--- config.mk ---
export PLATFORM = sky130hd
export DESIGN_NAME = pla_seq_evaluator
export DESIGN_NICKNAME = d
export VERILOG_FILES = /design/src/rtl/pla_eval_pkg.sv /design/src/rtl/pla_cube_table.sv /design/src/rtl/pla_seq_evaluator.sv
export SDC_FILE = /design/constraint.sdc
export NUM_CORES = 2
export LEC_CHECK = 0
export ABC_AREA = 1
export CORE_UTILIZATION = 60
export DETAILED_ROUTE_END_ITERATION = 7
export PLACE_DENSITY_LB_ADDON = 0.3
export SKIP_LAST_GASP = 1
export SYNTH_ARGS = -nofsm -noshare
export SYNTH_HDL_FRONTEND = slang
export SYNTH_HIERARCHICAL = 1
export SYNTH_SLANG_ARGS = --single-unit
--- constraint.sdc ---
create_clock -name clk -period 4.9 [get_ports clk]
set_clock_uncertainty 0.05 [all_clocks]
set_input_delay 0.98 -clock clk [delete_from_list [all_inputs] [get_ports clk]]
set_output_delay 0.98 -clock clk [all_outputs]
set_load 0.05 [all_outputs]
--- src/rtl/pla_eval_pkg.sv ---
// Shared types and the cube match rule for the sequential sum-of-products evaluator.
package pla_eval_pkg;

  localparam int MAX_IN = 64;

  typedef enum logic [1:0] {
    IDLE = 2'd0,
    SCAN = 2'd1,
    HOLD = 2'd2
  } state_t;

  // Callers zero-extend to MAX_IN; padding bits carry care=0 so they never block a match.
  function automatic logic cube_match(input logic [MAX_IN-1:0] x,
                                      input logic [MAX_IN-1:0] care,
                                      input logic [MAX_IN-1:0] val);
    return ((x ^ val) & care) == '0;
  endfunction

endpackage

--- src/rtl/pla_cube_table.sv ---
// Cube register file: synchronous write, combinational read, only the valid bits are reset.
module pla_cube_table #(
  parameter int N_IN    = 21,
  parameter int N_OUT   = 1,
  parameter int N_CUBES = 64,
  parameter int AW      = $clog2(N_CUBES)
) (
  input  logic              clk,
  input  logic              rst,
  input  logic              we,
  input  logic [AW-1:0]     waddr,
  input  logic              wr_en,
  input  logic [N_IN-1:0]   wr_care,
  input  logic [N_IN-1:0]   wr_val,
  input  logic [N_OUT-1:0]  wr_out,
  input  logic [AW-1:0]     raddr,
  output logic              rd_en,
  output logic [N_IN-1:0]   rd_care,
  output logic [N_IN-1:0]   rd_val,
  output logic [N_OUT-1:0]  rd_out
);

  logic [N_CUBES-1:0] en_q;
  logic [N_IN-1:0]    care_q [N_CUBES];
  logic [N_IN-1:0]    val_q  [N_CUBES];
  logic [N_OUT-1:0]   out_q  [N_CUBES];

  always_ff @(posedge clk or posedge rst) begin
    if (rst) begin
      en_q <= '0;
    end else if (we) begin
      en_q[waddr] <= wr_en;
    end
  end

  // Payload is meaningless while its valid bit is clear, so it needs no reset.
  always_ff @(posedge clk) begin
    if (we) begin
      care_q[waddr] <= wr_care;
      val_q[waddr]  <= wr_val;
      out_q[waddr]  <= wr_out;
    end
  end

  assign rd_en   = en_q[raddr];
  assign rd_care = care_q[raddr];
  assign rd_val  = val_q[raddr];
  assign rd_out  = out_q[raddr];

endmodule

--- src/rtl/pla_seq_evaluator.sv ---
// Programmable sum-of-products evaluator: scans one cube per clock, early-exits when all outputs are set.
module pla_seq_evaluator
  import pla_eval_pkg::*;
#(
  parameter int               N_IN    = 21,
  parameter int               N_OUT   = 1,
  parameter int               N_CUBES = 64,
  parameter logic [N_OUT-1:0] OUT_INV = '0
) (
  input  logic                       clk,
  input  logic                       rst,
  input  logic                       cfg_we,
  input  logic [$clog2(N_CUBES)-1:0] cfg_addr,
  input  logic                       cfg_en,
  input  logic [N_IN-1:0]            cfg_care,
  input  logic [N_IN-1:0]            cfg_val,
  input  logic [N_OUT-1:0]           cfg_out,
  output logic                       cfg_err,
  input  logic                       in_valid,
  output logic                       in_ready,
  input  logic [N_IN-1:0]            in_x,
  output logic                       out_valid,
  input  logic                       out_ready,
  output logic [N_OUT-1:0]           out_y,
  output logic                       busy
);

  localparam int            AW   = $clog2(N_CUBES);
  localparam logic [AW-1:0] LAST = AW'(N_CUBES - 1);

  state_t           state;
  logic [AW-1:0]    idx;
  logic [N_IN-1:0]  x_q;
  logic [N_OUT-1:0] acc;
  logic [N_OUT-1:0] acc_next;
  logic             rd_en;
  logic [N_IN-1:0]  rd_care;
  logic [N_IN-1:0]  rd_val;
  logic [N_OUT-1:0] rd_out;
  logic             hit;
  logic             table_we;

  // Handshakes: a transfer happens on a rising edge where valid and ready are both high;
  // the source holds its payload until then, and out_y stays frozen while out_valid waits.
  assign in_ready = (state == IDLE);
  assign busy     = (state != IDLE);
  assign table_we = cfg_we && (state == IDLE);

  pla_cube_table #(
    .N_IN    (N_IN),
    .N_OUT   (N_OUT),
    .N_CUBES (N_CUBES),
    .AW      (AW)
  ) u_table (
    .clk     (clk),
    .rst     (rst),
    .we      (table_we),
    .waddr   (cfg_addr),
    .wr_en   (cfg_en),
    .wr_care (cfg_care),
    .wr_val  (cfg_val),
    .wr_out  (cfg_out),
    .raddr   (idx),
    .rd_en   (rd_en),
    .rd_care (rd_care),
    .rd_val  (rd_val),
    .rd_out  (rd_out)
  );

  assign hit      = rd_en && cube_match(MAX_IN'(x_q), MAX_IN'(rd_care), MAX_IN'(rd_val));
  assign acc_next = acc | (hit ? rd_out : '0);

  always_ff @(posedge clk or posedge rst) begin
    if (rst) begin
      state     <= IDLE;
      idx       <= '0;
      x_q       <= '0;
      acc       <= '0;
      out_valid <= 1'b0;
      out_y     <= OUT_INV;
      cfg_err   <= 1'b0;
    end else begin
      cfg_err <= cfg_we && (state != IDLE);
      case (state)
        IDLE: begin
          if (in_valid) begin
            x_q   <= in_x;
            idx   <= '0;
            acc   <= '0;
            state <= SCAN;
          end
        end
        SCAN: begin
          acc <= acc_next;
          if (idx == LAST || acc_next == '1) begin
            out_y     <= acc_next ^ OUT_INV;
            out_valid <= 1'b1;
            state     <= HOLD;
          end else begin
            idx <= idx + 1'b1;
          end
        end
        HOLD: begin
          if (out_ready) begin
            out_valid <= 1'b0;
            state     <= IDLE;
          end
        end
        default: state <= IDLE;
      endcase
    end
  end

endmodule

# Word level (Yosys, flattened, before mapping)
# Memories as Yosys holds them, arrays and structs flattened.
# Cells that the tools add are included.
dict set report classes {
  order_cmp 3
  bitwise_logic 3
  n_reduce_logical 16
  addsub 1
  n_eq_ne 7
  n_mux 20
}
# op count
set ops {}
lappend ops {{64-bit bitwise mux} 1}
lappend ops {{64-bit zero test} 1}
lappend ops {{21-bit AND} 1}
lappend ops {{21-bit XOR} 1}
lappend ops {{6-bit by 7-bit less-than comparator with 1-bit output, second input constant} 2}
lappend ops {{6-bit 2-to-1 mux} 2}
lappend ops {{6-bit case mux with 2 select lines} 1}
lappend ops {{3-bit AND reduction} 3}
lappend ops {{1-bit 2-to-1 mux} 8}
lappend ops {{2-bit != test, second input constant} 4}
lappend ops {{6-bit by 1-bit adder with 6-bit output, second input constant} 1}
lappend ops {{1-bit binary-select mux with 6-bit select} 1}
lappend ops {{1-bit demux with 6-bit select} 1}
lappend ops {{6-bit equality test, second input constant} 1}
lappend ops {{6-bit by 1-bit greater-or-equal comparator with 1-bit output, second input constant} 1}
lappend ops {{2-bit 2-to-1 mux} 3}
lappend ops {{2-bit case mux with 3 select lines} 1}
lappend ops {{2-bit AND reduction} 3}
lappend ops {{2-bit nonzero test} 3}
lappend ops {{1-bit logical AND} 4}
lappend ops {{1-bit case mux with 2 select lines} 2}
lappend ops {{2-bit by 1-bit equality test with 1-bit output, second input constant} 1}
lappend ops {{2-bit equality test, second input constant} 1}
lappend ops {{2-bit zero test} 1}
lappend ops {{other kinds (2)} 2}
dict set report word_totals {
  ramBits 2752
  wordCells 61
  out_inout_bits 5
  inputBits 76
  memories 3
  reg_bits 97
}
# name words word_bits read_ports rd_ports_with_merged_regs write_ports line
set mem_list {}
lappend mem_list {u_table.care_q 64 21 1 0 1 pla_cube_table.sv:24} ;# logic [N_IN-1:0] care_q [N_CUBES];
lappend mem_list {u_table.val_q 64 21 1 0 1 pla_cube_table.sv:25} ;# logic [N_IN-1:0] val_q [N_CUBES];
lappend mem_list {u_table.out_q 64 1 1 0 1 pla_cube_table.sv:26} ;# logic [N_OUT-1:0] out_q [N_CUBES];

# Depth between registers and ports, before layout
# An unclocked memory read counts as a cell.
dict set report logic_depth {
  depth_word 10
  mapped_depth 25
}

# Modules after synthesis
# Netlist, hierarchy kept.
# mod area_each_um2 cells_each instances
set by_module_without_submodules {}
lappend by_module_without_submodules {pla_cube_table 113898.0 9400 1}
lappend by_module_without_submodules {pla_seq_evaluator 1855.5 264 1}

# Least setup slack after synthesis
# No wires, ideal clock.
dict set report synth_timing {
  kind {reg2reg}
  start {reg state[1]}
  end {mem u_table.care_q[0][0] (enable)}
  synth_period_minus_slack_ps 4620
  required_time_ps 4403
  slack_ps 280
  arrival_time_ps 4124
  path_stages_with_launch 8
  path_cell_list {dfrtp_1 -> nor2_2 -> inv_1 -> nor2_1 -> inv_1 -> nor3_1 -> inv_1 -> nor2_1}
}
dict set report synth_between {
  elab_chain_cells 4
}
# element line
set synth_rtl {}
lappend synth_rtl {{start: declaration} pla_seq_evaluator.sv:31} ;# state_t state;
lappend synth_rtl {{start signal: assignment} pla_seq_evaluator.sv:75} ;# state <= IDLE;
lappend synth_rtl {{start signal: assignment} pla_seq_evaluator.sv:90} ;# state <= SCAN;
lappend synth_rtl {{start signal: assignment} pla_seq_evaluator.sv:98} ;# state <= HOLD;
lappend synth_rtl {{2-bit zero test} n/a}
lappend synth_rtl {{named net in_ready} pla_seq_evaluator.sv:20} ;# output logic in_ready,
lappend synth_rtl {{1-bit logical AND} pla_seq_evaluator.sv:47} ;# assign table_we = cfg_we && (state == IDLE);
lappend synth_rtl {{named net table_we} pla_seq_evaluator.sv:41} ;# logic table_we;
lappend synth_rtl {{1-bit 2-to-1 mux} pla_cube_table.sv:38} ;# if (we) begin
lappend synth_rtl {{1-bit 2-to-1 mux (implied by the code)} pla_cube_table.sv:39} ;# care_q[waddr] <= wr_care;
lappend synth_rtl {{end: declaration} pla_cube_table.sv:24}
# The timed path passes the listed nets, and every way through them passes these cells.

# Worst setup path after layout
dict set report layout_timing {
  start {reg idx[0]}
  end {reg idx[5]}
}
dict set report layout_between {
  word_cells_on_any_way 18
}
# element line
set layout_lines {}
lappend layout_lines {{start: declaration} pla_seq_evaluator.sv:32} ;# logic [AW-1:0] idx;
lappend layout_lines {{start signal: assignment} pla_seq_evaluator.sv:100} ;# idx <= idx + 1'b1;
lappend layout_lines {{memory 64 x 21 bit} n/a}
lappend layout_lines {{named net rd_care[13]} pla_seq_evaluator.sv:37} ;# logic [N_IN-1:0] rd_care;
lappend layout_lines {{21-bit AND} pla_eval_pkg.sv:16} ;# return ((x ^ val) & care) == '0;
lappend layout_lines {{64-bit zero test} pla_eval_pkg.sv:16}
lappend layout_lines {{1-bit logical AND} pla_seq_evaluator.sv:70} ;# assign hit = rd_en && cube_match(MAX_IN'(x_q), MAX_IN'(rd_care), MAX_IN'(rd_val));
lappend layout_lines {{1-bit 2-to-1 mux} pla_seq_evaluator.sv:71} ;# assign acc_next = acc | (hit ? rd_out : '0);
lappend layout_lines {{1-bit OR} pla_seq_evaluator.sv:71}
lappend layout_lines {{1-bit logical OR} pla_seq_evaluator.sv:95} ;# if (idx == LAST || acc_next == '1) begin
lappend layout_lines {{2-bit != test (no line)} n/a}
lappend layout_lines {{3-bit AND reduction (no line)} n/a}
# The timed path passes the listed nets, and every way through them passes these cells. The select of a mux whose other input is x is not followed.
# A chain may end at the register's enable or synchronous reset.

==> impl_metrics.ini <==
[synthesis]
synth.area.mux_share = 0
synth-seq-cells = 2849
synth.distinct_cells = 31
yosysSeqAreaShare = 0.735
synthAdderAreaFrac = 0.000108
syn_nets = 9741
syn_inst = 9664
synth-simple-area-share = 0.224
synth_top_family_by_area = simple AND/OR/NAND/NOR gates
synth_compound_area_frac = 0.00378
syn_area_sq_mm = 0.116
avgSynthCellArea_sq_um = 12.0
synth_xor_area_frac = 0
yosys_warnings = 6

[worst_hold_path]
hold_start = u_table/en_q[26]
hold_path.class = flop to flop
worst_hold_path.endpoint = u_table/en_q[26]
holdPathStages = 2

[critical_path]
r2r_end = idx[5]
arrival_ns = 5.33
crit_fanout = 136
crit_top_cell = nand2_1
slowest_stage = nor2_1
r2r_setup_slack_ns = 0.36
cp-start-kind = flop
critPathTopFamily = simple AND/OR/NAND/NOR gates
critPathMaxStageDelay_ns = 0.67
cp_cell_sequence = inv_16, buf_12, buf_12, buf_4, nand2_1, nand3_1, nand3_1, nand3_1, nand3_1, nand2_1, nand2_1, nand2_1, nand3_1, nand2_1, nor2_1, nand2_1, nor2_2, nand2_2, nand4_4, nand2_4, nand2_1, nand2_1
worst_ep_required_time_ns = 5.68
reg2reg_from = idx[0]
end_kind = flop
crit_type = flop to flop
reg2reg_depth = 22
path_buf_inv = 4

[routing]
drtIter0Drc = 13000
routed_wl_um = 343000
vias = 80000
firstDrtPassIters = 7
wl_per_cell_um = 27.6
routed_via_density = 6.45
drc = 0
final_antenna_net_count = 0

[floorplanning]
io_pins = 81
initial_utilization = 0.606
dieWidth_um = 441
coreArea_sq_mm = 0.191
rows = 160
die-height_um = 441
dieArea_sq_mm = 0.195

[clock_network]
htree_levels = 5
cts_tree = built
clock_latency_ns = 0.94
cts_buffer_depth = 4
clk_pin_slew_ns = 0.06
root_buffer = clkbuf_16
cts_hold_buf = 0
post_cts_buffers = 0
cts_resized = 0
numCtsBuffers = 293
cts_sinks = 2849

[power]
p_leak_nw = 45.5
pwr-share-clk = 0.337
p_switching_mw = 19.1
pwr-share-comb = 0.223
intPower_mw = 43.0
switching_share = 0.308
p_seq_frac = 0.440
ir_worst_vdd_v = 0.000350
power.density_mw_per_mm2 = 484
fin_total_pwr_mw = 62.1

[timing]
timing.final.crit_period_ns = 4.54
tightestPinTransition_ns = 1.27
timing.slew.headroom = 0.151
maxSlewViolCount = 0
hold_viol = 0
max_freq_mhz = 220
rsz0062_at_grt = no
finalSetupViolCount = 0
final.period_utilization = 0.927
tns_ns = 0

[run]
cap_violations = 0

[layout]
design_area_sq_mm = 0.128
multi_input_area_sq_mm = 0.0268
fill_cells = 13000
seqCellArea_sq_mm = 0.0851
final_nets = 9764
area_growth_pct = 10.9
final_cell_mix = 3229 x nand2_1, 2752 x edfxtp_1, 2637 x nand3_1
fin_util = 0.672
final_common_cell = nand2_1
drive_gt1_frac = 0.0792

[global_routing]
first_global_vias = 75100
grt_pass1_wl_um = 493000
grt_max_degree = 187
grt_usage = 0.349
antenna_found_initial = 18
overflow = 0

[place]
io_buffers = 80
post_dp_cell_area_sq_mm = 0.120
dp_hpwl_um = 179000
globalplace.congestion = 0.881

[status]
status = completed
[stage by stage]
stage	hold slack, ns	worst slack, ns	instances
after floorplan	0.403	0.280	9664
after global placement	0.417	0.627	11900
after detailed placement	0.428	0.575	11900
after CTS	0.442	0.556	12400
after global routing	0.470	0.421	12400
final	0.439	0.359	12400
[power groups by stage]
stage,logic (mW),registers [mW],clock network [mW]
floorplan,9.80,27.8,0
global placement,13.0,27.8,0
detailed placement,13.3,27.9,0
CTS,13.5,27.4,21.0
global route,14.9,27.4,21.9
finish,13.8,27.4,20.9
[layer usage]
metal,wire length (um),vias to the layer above,GRT usage
met2,154000,6005,0.525
met1,119000,38600,0.460
met5,118,-,0
met4,23400,16,0.209
li1,-,34200,-
met3,47100,1181,0.0925
[area by class of cell]
| class | instances | area share |
|---|---|---|
| sequential | 2849 | 0.663 |
| multi-input combinational | 6108 | 0.209 |
| clock buffer | 387 | 0.0614 |
| timing repair buffer | 353 | 0.0322 |
| tap | 2511 | 0.0245 |
| clock inverter | 112 | 0.00683 |
| inverter | 82 | 0.00284 |
| antenna | 8 | 0.000156 |
[worst reg2reg max path, stage by stage, from the launching register on]
cell and delay, ns:
dfrtp_4 0.62, inv_16 0.24, buf_12 0.38, buf_12 0.20
buf_4 0.25, nand2_1 0.06, nand3_1 0.06, nand3_1 0.13
nand3_1 0.11, nand3_1 0.11, nand2_1 0.12, nand2_1 0.13
nand2_1 0.24, nand3_1 0.18, nand2_1 0.07, nor2_1 0.67
nand2_1 0.16, nor2_2 0.16, nand2_2 0.11, nand4_4 0.13
nand2_4 0.09, nand2_1 0.09, nand2_1 0.05
[Yosys cell counts (all sizes together)]
cell type  number  area (sq um)
nor3           10          50.1
clkbuf         97           364
buf           528          3580
clkinv          2          7.51
o21a            1          7.51
and3            1          6.26
edfxtp       2752         82600
ha              1          12.5
nand3        2639         13200
a21oi          57           285
inv            80           303
o21ai          29           145
nand4           4          40.0
dfrtp          97          2430
nor2          129           494
or2             5          31.3
nand2        3232         12100
[kinds of logic (layout without fill, tap and decap cells)]
kind of cell | count (synthesis) | in the layout
AOI/OAI and AO/OA | 87 | 87
adders and majority gates | 1 | 1
buffers and inverters | 707 | 934
DFF | 2849 | 2849
and+or+nand+nor | 6020 | 6020
other | 0 | 8
[worst max-delay path by stage]
stage,start,to,slack [ns],depth (start not counted)
6_report,idx[0],idx[5],0.36,22
3_5_place_dp,idx[0],idx[5],0.57,22
2_1_floorplan,state[1],u_table/care_q[0][0],0.28,7
4_1_cts,idx[0],idx[1],0.56,22
3_3_place_gp,idx[0],idx[5],0.63,22
5_1_grt,idx[0],idx[5],0.42,22
[state kept, by name, summed over array words and instances (netlist names), 2 cells and up]
signal and flops:
idx 6, state 2, u_table/care_q 1344, u_table/en_q 64
u_table/out_q 64, u_table/val_q 1344, x_q 21
Power figures use the tool's default switching activity.
